--- src/rtl/streaming_regs_pkg.sv ---
// Shared types and constants for the streaming AXI-lite burst register bank.
package streaming_regs_pkg;

  localparam int unsigned DATA_W = 32;
  localparam int unsigned ADDR_W = 32;
  localparam int unsigned LEN_W  = 8;

  // Word-address bases of the four register windows.
  localparam int unsigned RD_CTRL_BASE = 0;
  localparam int unsigned WR_CTRL_BASE = 32;
  localparam int unsigned RW_BASE      = 64;
  localparam int unsigned RO_BASE      = 128;

  localparam logic [1:0] RESP_OKAY   = 2'b00;
  localparam logic [1:0] RESP_SLVERR = 2'b10;

  typedef enum logic [1:0] {
    BURST_FIXED = 2'b00,
    BURST_INCR  = 2'b01,
    BURST_WRAP  = 2'b10
  } burst_e;

  typedef enum logic [1:0] {
    WR_IDLE = 2'b00,
    WR_DATA = 2'b01,
    WR_RESP = 2'b10
  } wr_st_e;

  typedef enum logic {
    RD_IDLE = 1'b0,
    RD_DATA = 1'b1
  } rd_st_e;

  // Registered read-beat payload presented on the R channel.
  typedef struct packed {
    logic [DATA_W-1:0] data;
    logic [1:0]        resp;
    logic              last;
  } rd_beat_t;

endpackage

--- src/rtl/streaming_axi_regbank_if.sv ---
// AXI-lite-style burst bus between interconnect (master) and register bank (slave).
interface streaming_axi_regbank_if #(
  parameter int unsigned ID_WIDTH = 4
);
  logic [ID_WIDTH-1:0] WR_ADDR_ID;
  logic [31:0]         WR_ADDR;
  logic [7:0]          WR_ADDR_LEN;
  logic [1:0]          WR_ADDR_BURST;
  logic                WR_ADDR_VALID;
  logic                WR_ADDR_READY;
  logic [31:0]         WR_DATA;
  logic [3:0]          WR_DATA_STRB;
  logic                WR_DATA_LAST;
  logic                WR_DATA_VALID;
  logic                WR_DATA_READY;
  logic [ID_WIDTH-1:0] WR_BACK_ID;
  logic [1:0]          WR_BACK_RESP;
  logic                WR_BACK_VALID;
  logic                WR_BACK_READY;
  logic [ID_WIDTH-1:0] RD_ADDR_ID;
  logic [31:0]         RD_ADDR;
  logic [7:0]          RD_ADDR_LEN;
  logic [1:0]          RD_ADDR_BURST;
  logic                RD_ADDR_VALID;
  logic                RD_ADDR_READY;
  logic [ID_WIDTH-1:0] RD_BACK_ID;
  logic [31:0]         RD_DATA;
  logic [1:0]          RD_DATA_RESP;
  logic                RD_DATA_LAST;
  logic                RD_DATA_VALID;
  logic                RD_DATA_READY;

  modport master (
    output WR_ADDR_ID, WR_ADDR, WR_ADDR_LEN, WR_ADDR_BURST, WR_ADDR_VALID,
    input  WR_ADDR_READY,
    output WR_DATA, WR_DATA_STRB, WR_DATA_LAST, WR_DATA_VALID,
    input  WR_DATA_READY,
    input  WR_BACK_ID, WR_BACK_RESP, WR_BACK_VALID,
    output WR_BACK_READY,
    output RD_ADDR_ID, RD_ADDR, RD_ADDR_LEN, RD_ADDR_BURST, RD_ADDR_VALID,
    input  RD_ADDR_READY,
    input  RD_BACK_ID, RD_DATA, RD_DATA_RESP, RD_DATA_LAST, RD_DATA_VALID,
    output RD_DATA_READY
  );

  modport slave (
    input  WR_ADDR_ID, WR_ADDR, WR_ADDR_LEN, WR_ADDR_BURST, WR_ADDR_VALID,
    output WR_ADDR_READY,
    input  WR_DATA, WR_DATA_STRB, WR_DATA_LAST, WR_DATA_VALID,
    output WR_DATA_READY,
    output WR_BACK_ID, WR_BACK_RESP, WR_BACK_VALID,
    input  WR_BACK_READY,
    input  RD_ADDR_ID, RD_ADDR, RD_ADDR_LEN, RD_ADDR_BURST, RD_ADDR_VALID,
    output RD_ADDR_READY,
    output RD_BACK_ID, RD_DATA, RD_DATA_RESP, RD_DATA_LAST, RD_DATA_VALID,
    input  RD_DATA_READY
  );
endinterface

--- src/rtl/streaming_axi_burst_addr.sv ---
// Burst address tracker: latches the start address, advances for INCR, flags burst types 1x.
module streaming_axi_burst_addr
  import streaming_regs_pkg::*;
(
  input  logic              clk,
  input  logic              rstn,
  input  logic              load_i,
  input  logic [ADDR_W-1:0] addr_i,
  input  logic [1:0]        burst_i,
  input  logic              advance_i,
  output logic [ADDR_W-1:0] addr_o,
  output logic              illegal_o,
  output logic [ADDR_W-1:0] addr_nxt_c,
  output logic              illegal_nxt_c
);

  logic [ADDR_W-1:0] addr_q, addr_d;
  logic [1:0]        burst_q, burst_d;

  // Next address: new burst start on load, +1 (32-bit wrap) per beat for INCR.
  always_comb begin
    addr_d  = addr_q;
    burst_d = burst_q;
    if (load_i) begin
      addr_d  = addr_i;
      burst_d = burst_i;
    end else if (advance_i && (burst_q == BURST_INCR)) begin
      addr_d = addr_q + ADDR_W'(1);
    end
  end

  // Address/burst register.
  always_ff @(posedge clk) begin
    if (!rstn) begin
      addr_q  <= '0;
      burst_q <= '0;
    end else begin
      addr_q  <= addr_d;
      burst_q <= burst_d;
    end
  end

  assign addr_o        = addr_q;
  assign illegal_o     = burst_q[1];
  assign addr_nxt_c    = addr_d;
  assign illegal_nxt_c = burst_d[1];

endmodule

--- src/rtl/streaming_axi_regbank.sv ---
// Parametrised AXI-lite-style burst register slave for the streaming subsystem.
// Optional feature: define STREAMING_REGBANK_WR_PULSE_EN to add the wr_pulse output.
module streaming_axi_regbank
  import streaming_regs_pkg::*;
#(
  parameter int unsigned           ID_WIDTH = 4,
  parameter int unsigned           CH_NUM   = 16,
  parameter int unsigned           NUM_RW   = 8,
  parameter int unsigned           NUM_RO   = 4,
  parameter logic [NUM_RW*32-1:0]  RW_RST   = '0
) (
  input  logic                                      clk,
  input  logic                                      rstn,
  streaming_axi_regbank_if.slave                    slave,
  output logic [CH_NUM-1:0]                         rd_capture_rstn,
  output logic [CH_NUM-1:0]                         wr_capture_rstn,
  output logic [NUM_RW*32-1:0]                      rw_regs,
  input  logic [((NUM_RO > 0) ? NUM_RO : 1)*32-1:0] ro_regs
`ifdef STREAMING_REGBANK_WR_PULSE_EN
  ,
  output logic [NUM_RW-1:0]                         wr_pulse
`endif
);

  wr_st_e wr_st_q, wr_st_d;
  rd_st_e rd_st_q, rd_st_d;
  logic aw_hs, w_hs, b_hs, ar_hs, r_hs;

  logic [CH_NUM-1:0]   rd_cap_q, rd_cap_d, wr_cap_q, wr_cap_d;
  logic [NUM_RW*32-1:0] rw_q, rw_d;
  logic [ID_WIDTH-1:0] wr_id_q, wr_id_d, rd_id_q, rd_id_d;
  logic                wr_err_q, wr_err_d, wr_hit, wr_beat_err, wr_en;
  logic [1:0]          wr_resp_q, wr_resp_d;
  logic [LEN_W-1:0]    rd_cnt_q, rd_cnt_d, rd_len_q, rd_len_d;
  rd_beat_t            rd_beat_q, rd_beat_d;
  logic                rd_load, rd_hit, rd_last;
  logic [DATA_W-1:0]   rd_word;

  logic [ADDR_W-1:0] wr_addr, wr_addr_nxt, rd_addr, rd_addr_nxt;
  logic              wr_ill, wr_ill_nxt, rd_ill, rd_ill_nxt;
  logic              unused_ok;

  assign aw_hs = slave.WR_ADDR_VALID && rstn && (wr_st_q == WR_IDLE);
  assign w_hs  = slave.WR_DATA_VALID && (wr_st_q == WR_DATA);
  assign b_hs  = slave.WR_BACK_READY && (wr_st_q == WR_RESP);
  assign ar_hs = slave.RD_ADDR_VALID && rstn && (rd_st_q == RD_IDLE);
  assign r_hs  = slave.RD_DATA_READY && (rd_st_q == RD_DATA);
  assign rd_load = ar_hs || (r_hs && !rd_beat_q.last);

  streaming_axi_burst_addr u_wr_addr (
    .clk(clk), .rstn(rstn), .load_i(aw_hs), .addr_i(slave.WR_ADDR),
    .burst_i(slave.WR_ADDR_BURST), .advance_i(w_hs), .addr_o(wr_addr),
    .illegal_o(wr_ill), .addr_nxt_c(wr_addr_nxt), .illegal_nxt_c(wr_ill_nxt)
  );

  streaming_axi_burst_addr u_rd_addr (
    .clk(clk), .rstn(rstn), .load_i(ar_hs), .addr_i(slave.RD_ADDR),
    .burst_i(slave.RD_ADDR_BURST), .advance_i(r_hs && !rd_beat_q.last), .addr_o(rd_addr),
    .illegal_o(rd_ill), .addr_nxt_c(rd_addr_nxt), .illegal_nxt_c(rd_ill_nxt)
  );

  // Write FSM next state: LAST ends the burst, WLEN is not consulted.
  always_comb begin
    wr_st_d = wr_st_q;
    case (wr_st_q)
      WR_IDLE: if (aw_hs) wr_st_d = WR_DATA;
      WR_DATA: if (w_hs && slave.WR_DATA_LAST) wr_st_d = WR_RESP;
      WR_RESP: if (b_hs) wr_st_d = WR_IDLE;
      default: wr_st_d = WR_IDLE;
    endcase
  end

  // Read FSM next state: leaves DATA on the handshake of the LAST beat.
  always_comb begin
    rd_st_d = rd_st_q;
    case (rd_st_q)
      RD_IDLE: if (ar_hs) rd_st_d = RD_DATA;
      RD_DATA: if (r_hs && rd_beat_q.last) rd_st_d = RD_IDLE;
      default: rd_st_d = RD_IDLE;
    endcase
  end

  // Write-beat decode: byte-enabled RW update, ctrl bits on STRB[0], sticky error tracking.
  always_comb begin
    rd_cap_d = rd_cap_q;
    wr_cap_d = wr_cap_q;
    rw_d     = rw_q;
    wr_hit   = 1'b0;
    wr_en    = w_hs && !wr_ill;
    for (int k = 0; k < int'(CH_NUM); k++) begin
      if (wr_addr == ADDR_W'(RD_CTRL_BASE) + ADDR_W'(k)) begin
        wr_hit = 1'b1;
        if (wr_en && slave.WR_DATA_STRB[0]) rd_cap_d[k] = slave.WR_DATA[0];
      end
      if (wr_addr == ADDR_W'(WR_CTRL_BASE) + ADDR_W'(k)) begin
        wr_hit = 1'b1;
        if (wr_en && slave.WR_DATA_STRB[0]) wr_cap_d[k] = slave.WR_DATA[0];
      end
    end
    for (int k = 0; k < int'(NUM_RW); k++) begin
      if (wr_addr == ADDR_W'(RW_BASE) + ADDR_W'(k)) begin
        wr_hit = 1'b1;
        for (int b = 0; b < 4; b++) begin
          if (wr_en && slave.WR_DATA_STRB[b]) rw_d[32*k+8*b +: 8] = slave.WR_DATA[8*b +: 8];
        end
      end
    end
    wr_beat_err = wr_ill || !wr_hit;
    wr_err_d    = (wr_st_q == WR_IDLE) ? 1'b0 : (wr_err_q || (w_hs && wr_beat_err));
    wr_resp_d   = wr_resp_q;
    if (w_hs && slave.WR_DATA_LAST) wr_resp_d = (wr_err_q || wr_beat_err) ? RESP_SLVERR : RESP_OKAY;
    wr_id_d     = aw_hs ? slave.WR_ADDR_ID : wr_id_q;
  end

  // Read-beat lookup at the address of the beat being loaded; sees pre-write register values.
  always_comb begin
    rd_word = 32'hFFFF_FFFF;
    rd_hit  = 1'b0;
    for (int k = 0; k < int'(CH_NUM); k++) begin
      if (rd_addr_nxt == ADDR_W'(RD_CTRL_BASE) + ADDR_W'(k)) begin
        rd_hit = 1'b1; rd_word = {31'b0, rd_cap_q[k]};
      end
      if (rd_addr_nxt == ADDR_W'(WR_CTRL_BASE) + ADDR_W'(k)) begin
        rd_hit = 1'b1; rd_word = {31'b0, wr_cap_q[k]};
      end
    end
    for (int k = 0; k < int'(NUM_RW); k++) begin
      if (rd_addr_nxt == ADDR_W'(RW_BASE) + ADDR_W'(k)) begin
        rd_hit = 1'b1; rd_word = rw_q[32*k +: 32];
      end
    end
    for (int k = 0; k < int'(NUM_RO); k++) begin
      if (rd_addr_nxt == ADDR_W'(RO_BASE) + ADDR_W'(k)) begin
        rd_hit = 1'b1; rd_word = ro_regs[32*k +: 32];
      end
    end
    rd_last  = ar_hs ? (slave.RD_ADDR_LEN == '0) : (LEN_W'(rd_cnt_q + LEN_W'(1)) == rd_len_q);
    rd_cnt_d = ar_hs ? '0 : (rd_load ? LEN_W'(rd_cnt_q + LEN_W'(1)) : rd_cnt_q);
    rd_len_d = ar_hs ? slave.RD_ADDR_LEN : rd_len_q;
    rd_id_d  = ar_hs ? slave.RD_ADDR_ID : rd_id_q;
    rd_beat_d = rd_beat_q;
    if (rd_load) begin
      rd_beat_d.data = (rd_ill_nxt || !rd_hit) ? 32'hFFFF_FFFF : rd_word;
      rd_beat_d.resp = (rd_ill_nxt || !rd_hit) ? RESP_SLVERR : RESP_OKAY;
      rd_beat_d.last = rd_last;
    end
  end

  // State and datapath registers; reset aborts any burst without a response.
  always_ff @(posedge clk) begin
    if (!rstn) begin
      wr_st_q   <= WR_IDLE;
      rd_st_q   <= RD_IDLE;
      rd_cap_q  <= '0;
      wr_cap_q  <= '0;
      rw_q      <= RW_RST;
      wr_id_q   <= '0;
      wr_err_q  <= 1'b0;
      wr_resp_q <= RESP_OKAY;
      rd_id_q   <= '0;
      rd_cnt_q  <= '0;
      rd_len_q  <= '0;
      rd_beat_q <= '0;
    end else begin
      wr_st_q   <= wr_st_d;
      rd_st_q   <= rd_st_d;
      rd_cap_q  <= rd_cap_d;
      wr_cap_q  <= wr_cap_d;
      rw_q      <= rw_d;
      wr_id_q   <= wr_id_d;
      wr_err_q  <= wr_err_d;
      wr_resp_q <= wr_resp_d;
      rd_id_q   <= rd_id_d;
      rd_cnt_q  <= rd_cnt_d;
      rd_len_q  <= rd_len_d;
      rd_beat_q <= rd_beat_d;
    end
  end

`ifdef STREAMING_REGBANK_WR_PULSE_EN
  logic [NUM_RW-1:0] pulse_q, pulse_d;

  // One-cycle strobe per RW register written by a beat with any byte enabled.
  always_comb begin
    pulse_d = '0;
    for (int k = 0; k < int'(NUM_RW); k++) begin
      if (wr_en && (|slave.WR_DATA_STRB) && (wr_addr == ADDR_W'(RW_BASE) + ADDR_W'(k))) pulse_d[k] = 1'b1;
    end
  end

  // Pulse register.
  always_ff @(posedge clk) begin
    if (!rstn) pulse_q <= '0;
    else       pulse_q <= pulse_d;
  end

  assign wr_pulse = pulse_q;
`endif

  assign slave.WR_ADDR_READY = rstn && (wr_st_q == WR_IDLE);
  assign slave.WR_DATA_READY = (wr_st_q == WR_DATA);
  assign slave.WR_BACK_VALID = (wr_st_q == WR_RESP);
  assign slave.WR_BACK_ID    = wr_id_q;
  assign slave.WR_BACK_RESP  = wr_resp_q;
  assign slave.RD_ADDR_READY = rstn && (rd_st_q == RD_IDLE);
  assign slave.RD_DATA_VALID = (rd_st_q == RD_DATA);
  assign slave.RD_BACK_ID    = rd_id_q;
  assign slave.RD_DATA       = rd_beat_q.data;
  assign slave.RD_DATA_RESP  = rd_beat_q.resp;
  assign slave.RD_DATA_LAST  = rd_beat_q.last;

  assign rd_capture_rstn = rd_cap_q;
  assign wr_capture_rstn = wr_cap_q;
  assign rw_regs         = rw_q;

  assign unused_ok = ^{wr_addr_nxt, wr_ill_nxt, rd_addr, rd_ill, slave.WR_ADDR_LEN};

endmodule
--- src/flat_wrapper.sv ---
// flat-port wrapper written by rule: the top's interface ports become plain ports
module streaming_axi_regbank_flat import streaming_regs_pkg::*;
#(
  parameter int unsigned           ID_WIDTH = 4,
  parameter int unsigned           CH_NUM   = 16,
  parameter int unsigned           NUM_RW   = 8,
  parameter int unsigned           NUM_RO   = 4,
  parameter logic [NUM_RW*32-1:0]  RW_RST   = '0
)
  (clk, rstn, rd_capture_rstn, wr_capture_rstn, rw_regs, ro_regs, slave_WR_ADDR_ID, slave_WR_ADDR, slave_WR_ADDR_LEN, slave_WR_ADDR_BURST, slave_WR_ADDR_VALID, slave_WR_ADDR_READY, slave_WR_DATA, slave_WR_DATA_STRB, slave_WR_DATA_LAST, slave_WR_DATA_VALID, slave_WR_DATA_READY, slave_WR_BACK_ID, slave_WR_BACK_RESP, slave_WR_BACK_VALID, slave_WR_BACK_READY, slave_RD_ADDR_ID, slave_RD_ADDR, slave_RD_ADDR_LEN, slave_RD_ADDR_BURST, slave_RD_ADDR_VALID, slave_RD_ADDR_READY, slave_RD_BACK_ID, slave_RD_DATA, slave_RD_DATA_RESP, slave_RD_DATA_LAST, slave_RD_DATA_VALID, slave_RD_DATA_READY);
  streaming_axi_regbank_if #(.ID_WIDTH(ID_WIDTH)) slave_i ();
  input  logic clk;
  input  logic rstn;
  output logic [CH_NUM-1:0] rd_capture_rstn;
  output logic [CH_NUM-1:0] wr_capture_rstn;
  output logic [NUM_RW*32-1:0] rw_regs;
  input  logic [((NUM_RO > 0) ? NUM_RO : 1)*32-1:0] ro_regs;
  input wire logic [$bits(slave_i.WR_ADDR_ID)-1:0] slave_WR_ADDR_ID;
  input wire logic [$bits(slave_i.WR_ADDR)-1:0] slave_WR_ADDR;
  input wire logic [$bits(slave_i.WR_ADDR_LEN)-1:0] slave_WR_ADDR_LEN;
  input wire logic [$bits(slave_i.WR_ADDR_BURST)-1:0] slave_WR_ADDR_BURST;
  input wire logic [$bits(slave_i.WR_ADDR_VALID)-1:0] slave_WR_ADDR_VALID;
  output wire logic [$bits(slave_i.WR_ADDR_READY)-1:0] slave_WR_ADDR_READY;
  input wire logic [$bits(slave_i.WR_DATA)-1:0] slave_WR_DATA;
  input wire logic [$bits(slave_i.WR_DATA_STRB)-1:0] slave_WR_DATA_STRB;
  input wire logic [$bits(slave_i.WR_DATA_LAST)-1:0] slave_WR_DATA_LAST;
  input wire logic [$bits(slave_i.WR_DATA_VALID)-1:0] slave_WR_DATA_VALID;
  output wire logic [$bits(slave_i.WR_DATA_READY)-1:0] slave_WR_DATA_READY;
  output wire logic [$bits(slave_i.WR_BACK_ID)-1:0] slave_WR_BACK_ID;
  output wire logic [$bits(slave_i.WR_BACK_RESP)-1:0] slave_WR_BACK_RESP;
  output wire logic [$bits(slave_i.WR_BACK_VALID)-1:0] slave_WR_BACK_VALID;
  input wire logic [$bits(slave_i.WR_BACK_READY)-1:0] slave_WR_BACK_READY;
  input wire logic [$bits(slave_i.RD_ADDR_ID)-1:0] slave_RD_ADDR_ID;
  input wire logic [$bits(slave_i.RD_ADDR)-1:0] slave_RD_ADDR;
  input wire logic [$bits(slave_i.RD_ADDR_LEN)-1:0] slave_RD_ADDR_LEN;
  input wire logic [$bits(slave_i.RD_ADDR_BURST)-1:0] slave_RD_ADDR_BURST;
  input wire logic [$bits(slave_i.RD_ADDR_VALID)-1:0] slave_RD_ADDR_VALID;
  output wire logic [$bits(slave_i.RD_ADDR_READY)-1:0] slave_RD_ADDR_READY;
  output wire logic [$bits(slave_i.RD_BACK_ID)-1:0] slave_RD_BACK_ID;
  output wire logic [$bits(slave_i.RD_DATA)-1:0] slave_RD_DATA;
  output wire logic [$bits(slave_i.RD_DATA_RESP)-1:0] slave_RD_DATA_RESP;
  output wire logic [$bits(slave_i.RD_DATA_LAST)-1:0] slave_RD_DATA_LAST;
  output wire logic [$bits(slave_i.RD_DATA_VALID)-1:0] slave_RD_DATA_VALID;
  input wire logic [$bits(slave_i.RD_DATA_READY)-1:0] slave_RD_DATA_READY;
  assign slave_i.WR_ADDR_ID = slave_WR_ADDR_ID;
  assign slave_i.WR_ADDR = slave_WR_ADDR;
  assign slave_i.WR_ADDR_LEN = slave_WR_ADDR_LEN;
  assign slave_i.WR_ADDR_BURST = slave_WR_ADDR_BURST;
  assign slave_i.WR_ADDR_VALID = slave_WR_ADDR_VALID;
  assign slave_WR_ADDR_READY = slave_i.WR_ADDR_READY;
  assign slave_i.WR_DATA = slave_WR_DATA;
  assign slave_i.WR_DATA_STRB = slave_WR_DATA_STRB;
  assign slave_i.WR_DATA_LAST = slave_WR_DATA_LAST;
  assign slave_i.WR_DATA_VALID = slave_WR_DATA_VALID;
  assign slave_WR_DATA_READY = slave_i.WR_DATA_READY;
  assign slave_WR_BACK_ID = slave_i.WR_BACK_ID;
  assign slave_WR_BACK_RESP = slave_i.WR_BACK_RESP;
  assign slave_WR_BACK_VALID = slave_i.WR_BACK_VALID;
  assign slave_i.WR_BACK_READY = slave_WR_BACK_READY;
  assign slave_i.RD_ADDR_ID = slave_RD_ADDR_ID;
  assign slave_i.RD_ADDR = slave_RD_ADDR;
  assign slave_i.RD_ADDR_LEN = slave_RD_ADDR_LEN;
  assign slave_i.RD_ADDR_BURST = slave_RD_ADDR_BURST;
  assign slave_i.RD_ADDR_VALID = slave_RD_ADDR_VALID;
  assign slave_RD_ADDR_READY = slave_i.RD_ADDR_READY;
  assign slave_RD_BACK_ID = slave_i.RD_BACK_ID;
  assign slave_RD_DATA = slave_i.RD_DATA;
  assign slave_RD_DATA_RESP = slave_i.RD_DATA_RESP;
  assign slave_RD_DATA_LAST = slave_i.RD_DATA_LAST;
  assign slave_RD_DATA_VALID = slave_i.RD_DATA_VALID;
  assign slave_i.RD_DATA_READY = slave_RD_DATA_READY;
  streaming_axi_regbank #(.ID_WIDTH(ID_WIDTH), .CH_NUM(CH_NUM), .NUM_RW(NUM_RW), .NUM_RO(NUM_RO), .RW_RST(RW_RST)) u_core (.clk(clk), .rstn(rstn), .slave(slave_i), .rd_capture_rstn(rd_capture_rstn), .wr_capture_rstn(wr_capture_rstn), .rw_regs(rw_regs), .ro_regs(ro_regs));
endmodule
--- config.mk ---
export PLATFORM = sky130hd
export DESIGN_NAME = streaming_axi_regbank_flat
export DESIGN_NICKNAME = d
export VERILOG_FILES = /design/src/rtl/streaming_regs_pkg.sv /design/src/rtl/streaming_axi_regbank_if.sv /design/src/rtl/streaming_axi_burst_addr.sv /design/src/rtl/streaming_axi_regbank.sv /design/src/flat_wrapper.sv
export SDC_FILE = /design/constraint.sdc
export NUM_CORES = 1
export LEC_CHECK = 0
export ABC_CLOCK_PERIOD_IN_PS = 3400
export BUFFER_PORTS_ARGS = -buffer_cell sky130_fd_sc_hd__buf_4
export CAP_MARGIN = 20
export CORE_AREA = 2 2 236 238
export CTS_CLUSTER_DIAMETER = 30
export CTS_CLUSTER_SIZE = 30
export DETAILED_ROUTE_END_ITERATION = 12
export DIE_AREA = 0 0 238 240
export GPL_TIMING_DRIVEN = 0
export PLACE_DENSITY = 0.66
export SYNTH_ARGS = -nofsm -noshare
export SYNTH_HDL_FRONTEND = slang
export SYNTH_SLANG_ARGS = --single-unit
export TNS_END_PERCENT = 10
--- constraint.sdc ---
create_clock -name clk -period 3.4 [get_ports clk]
set_input_delay 0.68 -clock clk [delete_from_list [all_inputs] [get_ports clk]]
set_output_delay 0.68 -clock clk [all_outputs]
set_load 0.01 [all_outputs]
==> metrics.md, run 1 <==
| Metric | Value |
|---|---|
| Vias per cell | roughly 6.1 |
| WL final | between 100 and 150 mm |
| Pwr/cell area | approximately 530 mW/mm^2 |
| Worst setup EP type | register |
| Library cells used by synthesis | 94 |
| Setup tns final | -17.98 ns |
| Min Hold Slack | just over 0.2 ns |
| FMAX | around 250 MHz |
| Final Hold Fails | 0 |
| Share of flip-flops with an asynchronous set or reset | 0% |
| Top Metal Used | met5 |
| FF+latch count, synth | ~420 |
| Met3 routed wirelength | around 13 mm |
| Run status | finished with violations |
| Slew HR | 20.51% |
| DRC Markers | 0 |
| Initial Util | approximately 40% |
| Synth Flop Type | dfxtp_1 |
| Layout cells sized above 1 | between 30% and 40% |
| Clk_lat worst skew | 0.69 ns |
| First-pass GRT wire length | ~170 mm |
| All-Layer GR Usage | about two fifths |
| Max-cap violation count | 0 |
| Num rows | 86 |
| Post-Syn Instances | 2677 |
| Final nets | approximately 3700 |
| PnR worst setup slack | -0.5675 ns |
| Met2 wire len | between 50 and 60 mm |
| Mean Syn Cell Area | between 8 and 9 um^2 |
| DR iter-0 viols | 3078 |
| Area growth, synth to finish | 51.95% |
| Area contributors post-synth | dfxtp_1 39%, mux2i_1 12%, nor2_1 7.7% |
| Antenna-violating nets left | 0 |
| Initial antenna violation count | 12 |
| Grt total ovfl | 0 |
| Final Cycle Share | 116.7% |
| VDD IR max | between 0.3 and 0.4 mV |
| DRT Pass-1 Iters | 7 |
| Final min period | between 3 and 4 ns |
| Drt wl/cell | 28.90 um |
| Final setup vio count | 97 |
| CORE AREA | approximately 0.055 mm^2 |
| Slew Limit Fails | 0 |
| Clk sink count | ~420 |
| CTS buffer count | 101 |
| Worst EP arrival | approximately 4.5 ns |
| Clk root buf | clkbuf_16 |
| Die W | 238 um |
| Die height | ~240 um |
| Hold buffer count at cts | 0 |
| Required @ worst endpoint | ~4 ns |
| CTS Buffer Depth | 3 |
| Detailed-route via count | 26040 |
| Die area | 0.05712 mm^2 |
| Share of the synthesized area in the top cell type | about two fifths |
| RSZ-0062 raised after global routing | yes |
| H-tree Lvls | 3 |
| Yosys top cell by area | dfxtp_1 |
| Number of flops mapped to enable cells by yosys | 0 |
| Worst setup SP type | register |
| Crit path max fanout | 8 |
| Worst-path clk slew | ~0.050 ns |
| IO Count | approximately 600 |
| Crit Path Category | register to register |
| Fillcell total | 4837 |
| P_leak | 0.01303 uW |
| Final Skew | 0.04497 ns |
| Area of the mapped netlist | approximately 0.022 mm^2 |
| Commonest non-fill, non-tap cell in the layout | buf_4 |
| Commonest non-fill, non-tap cells in the layout | 657 x buf_4, 417 x nor2_1, 403 x dfxtp_1 |
| M1 WL | roughly 44 mm |
| Largest net degree at the start of global routing | 15 |
| Vias in the first global route | between 20000 and 30000 |
| CTS tree | done |
| IO Port Bufs | around 560 |
| Worst Max-Slew Pin Slew | about 1.2 ns |
| Violated checks | setup timing |
| Hold crit path type | input pin to register |
| Final HPWL DP | about 88 mm |
| Seq/Total Area, Yosys | approximately two fifths |
| Ys Warns | 0 |
| GP Congestion | approximately 0.99 |
==> logic make-up (layout without fill, tap and decap cells) <==
| kind of cell | Yosys count | count (layout) | share of synthesized area (%) |
|---|---|---|---|
| xor gates and xnor gates | 53 | 53 | 2.131 |
| DFF | 419 | 419 | 38.50 |
| muxes | 263 | 263 | 12.08 |
| and+or+nand+nor | 1097 | 1097 | 23.16 |
| other | 1 | 13 | 0.01721 |
| buffers and inverters | 221 | 1070 | 4.307 |
| adders and majority gates | 6 | 6 | 0.3446 |
| AOI/OAI and AO/OA | 617 | 617 | 19.46 |
==> metal layers <==
metal	vias up	global-route usage, %
li1	11220	-
met1	12490	46.83
met2	1810	65.86
met3	513	11.73
met4	6	28.77
met5	-	0
==> critical path, stage by stage, from the launching register on <==
cell	delay, ns
dfxtp_2	0.31
buf_6	0.12
nand4_1	0.14
nor4_4	0.41
buf_4	0.21
and4_1	0.21
o21ai_2	0.06
a211o_4	0.40
nor3_4	0.28
nand3_4	0.17
buf_12	0.18
a311oi_4	0.28
or4_4	0.24
o21ai_4	0.06
buf_12	0.18
buf_12	0.16
a221oi_4	0.33
a21oi_2	0.09
==> flip-flops by register name, summed over array words and instances, names as in the netlist, 2 cells and up <==
register,flops
u_core.u_rd_addr.addr_o,32
u_core.wr_capture_rstn,16
u_core.rw_regs,256
u_core.slave.RD_DATA,32
u_core.rd_cnt_q,8
u_core.rd_len_q,8
u_core.rd_capture_rstn,16
u_core.u_wr_addr.burst_q,2
u_core.slave.RD_BACK_ID,4
u_core.u_rd_addr.burst_q,2
u_core.wr_st_q,2
u_core.slave.WR_BACK_ID,4
u_core.u_wr_addr.addr_o,32
==> cell type report <==
type / count / area, um^2 / area share, %
inverter: 11 / 41.29 / 0.1247
buffer: 202 / 1209 / 3.651
clock buffer: 127 / 2756 / 8.326
multi-input combinational: 2038 / 13580 / 41.01
clock inverter: 62 / 927.1 / 2.801
tap: 704 / 880.8 / 2.661
antenna: 11 / 27.53 / 0.08315
timing repair buffer: 668 / 5270 / 15.92
sequential: 419 / 8416 / 25.42
==> worst paths after layout <==
kind	start	end	depth (start not counted)	slack (ns)
worst min register to register	u_core.slave.RD_BACK_ID[3]	u_core.slave.RD_BACK_ID[3]	2	0.45
worst max-delay path	u_core.u_rd_addr.addr_o[5]	u_core.slave.RD_DATA[29]	17	-0.57
worst max register to register	u_core.u_rd_addr.addr_o[5]	u_core.slave.RD_DATA[29]	17	-0.57
worst min-delay path	slave_WR_ADDR_ID[3]	u_core.slave.WR_BACK_ID[3]	3	0.21
==> per-stage QoR <==
stage | worst slack (ns) | utilization [%] | instance area (um^2) | power, uW | cells
after floorplan | -0.1086 | - | 21910 | 5963 | 2678
after global placement | -2.357 | 49.38 | 26990 | 6711 | 3941
after detailed placement | -2.245 | 49.54 | 27080 | 6728 | 3950
after CTS | -0.4065 | 59.63 | 32600 | 17260 | 4211
after global routing | -0.6536 | 60.55 | 33100 | 17750 | 4239
final | -0.5675 | 60.56 | 33100 | 17420 | 4242
==> cell usage after synthesis (6+ instances only) <==
cell type  instances
a211oi_1          48
a21o_1             6
a21oi_1          126
a21oi_2           12
a221oi_1           8
a22o_1            26
a22oi_1           31
a311oi_1          10
a31oi_1           15
and2_1            22
and3_1            23
and4_1            19
buf_1             41
buf_2             24
buf_4              7
buf_6              7
clkbuf_1         131
dfxtp_1          419
ha_1               6
inv_1             10
mux2i_1          263
nand2_1          319
nand3_1           97
nand4_1           31
nor2_1           449
nor2b_1            7
nor3_1            40
nor3_2             6
nor4_1            29
o211a_1            9
o211ai_1          30
o21ai_0          159
o21ai_1           22
o221a_2           39
o221ai_1           7
or3_1             10
or4_1              7
xnor2_1           21
xor2_1            32
==> what timing repair did <==
item,in CTS,in global routing
gates cloned,7,0
endpoints found under the setup margin,124,202
gates resized for setup,276,93
buffers inserted,71,20
pin swaps,52,46
==> where the power goes <==
group | leakage [uW] | internal [uW] | switching, uW
Sequential | 0.00340 | 5050 | 123
Combinational | 0.00786 | 632 | 1100
Clock | 0.00177 | 7180 | 3330
No activity file was read; power rests on OpenSTA's default activity.
==> run 2, diff against run 1 <==
--- a/config.mk
+++ b/config.mk
@@ -5,16 +5,17 @@
 export SDC_FILE = /design/constraint.sdc
 export NUM_CORES = 1
 export LEC_CHECK = 0
+export ABC_AREA = 1
 export ABC_CLOCK_PERIOD_IN_PS = 3400
 export BUFFER_PORTS_ARGS = -buffer_cell sky130_fd_sc_hd__buf_4
 export CAP_MARGIN = 20
-export CORE_AREA = 2 2 236 238
+export CORE_AREA = 2 2 232 234
 export CTS_CLUSTER_DIAMETER = 30
 export CTS_CLUSTER_SIZE = 30
 export DETAILED_ROUTE_END_ITERATION = 12
-export DIE_AREA = 0 0 238 240
+export DIE_AREA = 0 0 234 236
 export GPL_TIMING_DRIVEN = 0
-export PLACE_DENSITY = 0.66
+export PLACE_DENSITY = 0.68
 export SYNTH_ARGS = -nofsm -noshare
 export SYNTH_HDL_FRONTEND = slang
 export SYNTH_SLANG_ARGS = --single-unit
==> metrics.md, run 2 <==
| Metric | Value |
|---|---|
| Run status | finished with violations (unchanged) |
| Violated checks | setup timing (unchanged) |
| Synth Area in Adders | 0.3580% (was 0.3446%) |
| VDD IR max | 0.3549 mV (was 0.3949 mV) |
| Die area | 0.05522 mm^2 (was 0.05712 mm^2) |
| Largest net degree at the start of global routing | 16 (was 15) |
| Max-cap violation count | 0 (unchanged) |
| Top cells by count, synth | 434 x nand2_1, 419 x dfxtp_1, 370 x o21ai_0, 366 x a21oi_1, 322 x nor2_1 (was 449 x nor2_1, 419 x dfxtp_1, 319 x nand2_1, 263 x mux2i_1, 159 x o21ai_0) |
| H-tree Lvls | 3 (unchanged) |
| DR iter-0 viols | 2913 (was 3078) |
| Mux contribution to synthesized area | 0% (was 12.08%) |
| CORE AREA | 0.05307 mm^2 (was 0.05466 mm^2) |
| Hold Crit Endpoint | u_core.slave.WR_BACK_ID[0] (was u_core.slave.WR_BACK_ID[3]) |
| Final Cycle Share | 135.1% (was 116.7%) |
| All-Layer GR Usage | 37.59% (was 40.88%) |
| Pwr/cell area | 506.8 mW/mm^2 (was 526.2 mW/mm^2) |
| Hold crit path type | input pin to register (unchanged) |
| Post-synthesis compound-gate area fraction | 24.86% (was 19.46%) |
| Detailed-route via count | 26360 (was 26040) |
| Grt total ovfl | 0 (unchanged) |
| DRT Pass-1 Iters | 6 (was 7) |
| Post-Synth XOR/XNOR Area | 1.420% (was 2.131%) |
| Post-Syn Instances | 2995 (was 2677) |
| Worst EP arrival | 5.16 ns (was 4.52 ns) |
| Final HPWL DP | 81.75 mm (was 88.48 mm) |
| Met3 Track Usage GR | 10.80% (was 11.73%) |
| Area of the mapped netlist | 0.02097 mm^2 (was 0.02179 mm^2) |
| Main combinational cell family by area after synthesis | simple AND/OR/NAND/NOR gates (unchanged) |
| Worst setup EP type | register (unchanged) |
| Worst setup SP type | register (unchanged) |
| Number of flops mapped to enable cells by yosys | 0 (unchanged) |
| Commonest non-fill, non-tap cell in the layout | buf_4 (unchanged) |
| Met2 GRT Util | 58.85% (was 65.86%) |
| RSZ-0062 raised after global routing | yes (unchanged) |
| Final Hold Fails | 0 (unchanged) |
| Hold path startpoint | slave_WR_ADDR_ID[0] (was slave_WR_ADDR_ID[3]) |
| Reg-to-Reg Start | u_core.u_rd_addr.addr_o[0] (was u_core.u_rd_addr.addr_o[5]) |
| Antenna-violating nets left | 0 (unchanged) |
| Die height | 236 um (was 240 um) |
| Min Hold Slack | 0.2518 ns (was 0.2052 ns) |
| Yosys top cell by area | dfxtp_1 (unchanged) |
| Max reg flops | 256 (unchanged) |
| Final Skew | 0.03527 ns (was 0.04497 ns) |
| CTS buffer count | 104 (was 101) |
| GP Congestion | 0.9951 (was 0.9901) |
| CTS Buffer Depth | 3 (unchanged) |
| Seq/Total Area, Yosys | 40.00% (was 38.50%) |
| Final setup vio count | 179 (was 97) |
| Vias per cell | 5.817 (was 6.137) |
| Clk sink count | 419 (unchanged) |
| IO Port Bufs | 591 (was 559) |
| Crit path max fanout | 6 (was 8) |
| Slew Limit Fails | 0 (unchanged) |
| Drt wl/cell | 23.83 um (was 28.90 um) |
| Crit Path Category | register to register (unchanged) |
| Share of flip-flops with an asynchronous set or reset | 0% (unchanged) |
| Critical Path Start | u_core.u_rd_addr.addr_o[0] (was u_core.u_rd_addr.addr_o[5]) |
| Setup tns final | -66.25 ns (was -17.98 ns) |
| Commonest non-fill, non-tap cells in the layout | 630 x buf_4, 407 x dfxtp_1, 406 x nand2_1 (was 657 x buf_4, 417 x nor2_1, 403 x dfxtp_1) |
| Initial antenna violation count | 4 (was 12) |
| P_leak | 0.01404 uW (was 0.01303 uW) |
| FF+latch count, synth | 419 (unchanged) |
| Slowest CP cell | dfxtp_4 (was nor4_4) |
| Final nets | 4019 (was 3711) |
| Initial Util | 39.51% (was 39.86%) |
| Layout cells sized above 1 | 31.92% (was 32.83%) |
| PnR worst setup slack | -1.192 ns (was -0.5675 ns) |
| Global route hottest layer | met2 (unchanged) |
| First-pass GRT wire length | 156.7 mm (was 170.3 mm) |
| Synth Flop Type | dfxtp_1 (unchanged) |
| Num rows | 85 (was 86) |
| DRC Markers | 0 (unchanged) |
| Worst-path clk slew | 0.04 ns (was 0.05 ns) |
| Die W | 234 um (was 238 um) |
| Final min period | 4.592 ns (was 3.968 ns) |
| CTS tree | done (unchanged) |
| Count leader, synth | nand2_1 (was nor2_1) |
| Area contributors post-synth | dfxtp_1 40%, o21ai_0 8.8%, a21oi_1 8.7% (was dfxtp_1 39%, mux2i_1 12%, nor2_1 7.7%) |
| Vias in the first global route | 24750 (was 25260) |
| Clk_lat worst skew | 0.66 ns (was 0.69 ns) |
| Slowest cell delay on critical path | 0.37 ns (was 0.41 ns) |
| Clk root buf | clkbuf_16 (unchanged) |
| WHS Path Cells | 3 (unchanged) |
| Flop-to-flop setup slack | -1.19 ns (was -0.57 ns) |
| Capture point of the worst reg-to-reg path | u_core.slave.RD_DATA[9] (was u_core.slave.RD_DATA[29]) |
| R2r worst-path depth | 34 (was 17) |
| Required @ worst endpoint | 3.97 ns (was 3.95 ns) |
| Area growth, synth to finish | 54.08% (was 51.95%) |
| Slew HR | 35.04% (was 20.51%) |
| Post-Synth Simple-Gate Area | 25.57% (was 23.16%) |
| Met1 Track Usage GR | 47.45% (was 46.83%) |
| Critical Path Most Common Cell | nand2_1 (was buf_12) |
| WL final | 108.0 mm (was 122.6 mm) |
| Library cells used by synthesis | 56 (was 94) |
| IO Count | 602 (unchanged) |
| Share of the synthesized area in the top cell type | 40.00% (was 38.50%) |
| FMAX | 217.8 MHz (was 252.0 MHz) |
| Ys Warns | 0 (unchanged) |
| Mean Syn Cell Area | 7.001 um^2 (was 8.138 um^2) |
| Worst Max-Slew Pin Slew | 0.9745 ns (was 1.192 ns) |
run 2: routing by layer:
metal | up-vias | part of all wire [%]
met3 | 348 | 11
met2 | 1582 | 45
met5 | - | 0.047
li1 | 12000 | -
met4 | 2 | 5.6
met1 | 12430 | 39
run 2: report_power, final:
part	switching (uW)	internal [uW]	total, uW	leakage, uW
clock	3240	6560	9800	0.00169
combinational	912	518	1430	0.00895
sequential	97.8	5040	5140	0.00340
total	4250	12100	16400	0.0140
run 2: final cells by class:
type                    count  area [um^2]
fillers                  4837        20760
multi-input cells        2158        12600
flip-flops and latches    419         8411
repair buffers            645         5045
clock buffers             135         2889
plain buffers             196         1010
well taps                 696        870.8
inverters                 225        855.8
clock inverters            54        619.3
diodes                      3        7.507
run 2: worst max path at each step:
stage,endpoint,slack (ns)
finish,u_core.slave.RD_DATA[9],-1.19
global route,u_core.slave.RD_DATA[0],-1.46
CTS,u_core.slave.RD_DATA[0],-1.14
detailed placement,u_core.slave.RD_DATA[6],-3.02
global placement,u_core.slave.RD_DATA[6],-3.01
floorplan,u_core.slave.RD_DATA[0],-0.51
run 2: repair_timing:
action / 4_1_cts / 5_1_grt
resized for setup: 304 / 163
setup endpoints to repair: 295 / 288
setup buffers: 29 / 14
endpoints found under the hold margin: 0 / 0
hold buffers: 0 / 0
pin swaps: 90 / 114
gates cloned: 6 / 5
run 2: stage by stage:
step	instances	util [%]	power, uW	area, um^2	worst slack, ns
after floorplan	2996	-	5889	21100	-0.5107
after CTS	4509	59.12	16310	31370	-1.145
after detailed placement	4285	49.80	6530	26430	-3.021
after global placement	4283	49.76	6520	26410	-3.007
final	4531	60.88	16370	32310	-1.192
after global routing	4530	60.87	16810	32310	-1.460
run 2: critical path, delay by kind of cell (launching register included):
kind                       cells  cell delay, ns
DFF                            1            0.37
AOI/OAI and AO/OA              5            0.94
and+or+nand+nor               20            2.13
buffers and inverters          8            0.89
adders and majority gates      1            0.15
run 2: cells by family after synthesis:
logic type,count (synthesis)
and+or+nand+nor,1191
AOI/OAI and AO/OA,923
buffers and inverters,421
DFF,419
xor gates and xnor gates,34
adders and majority gates,6
other,1
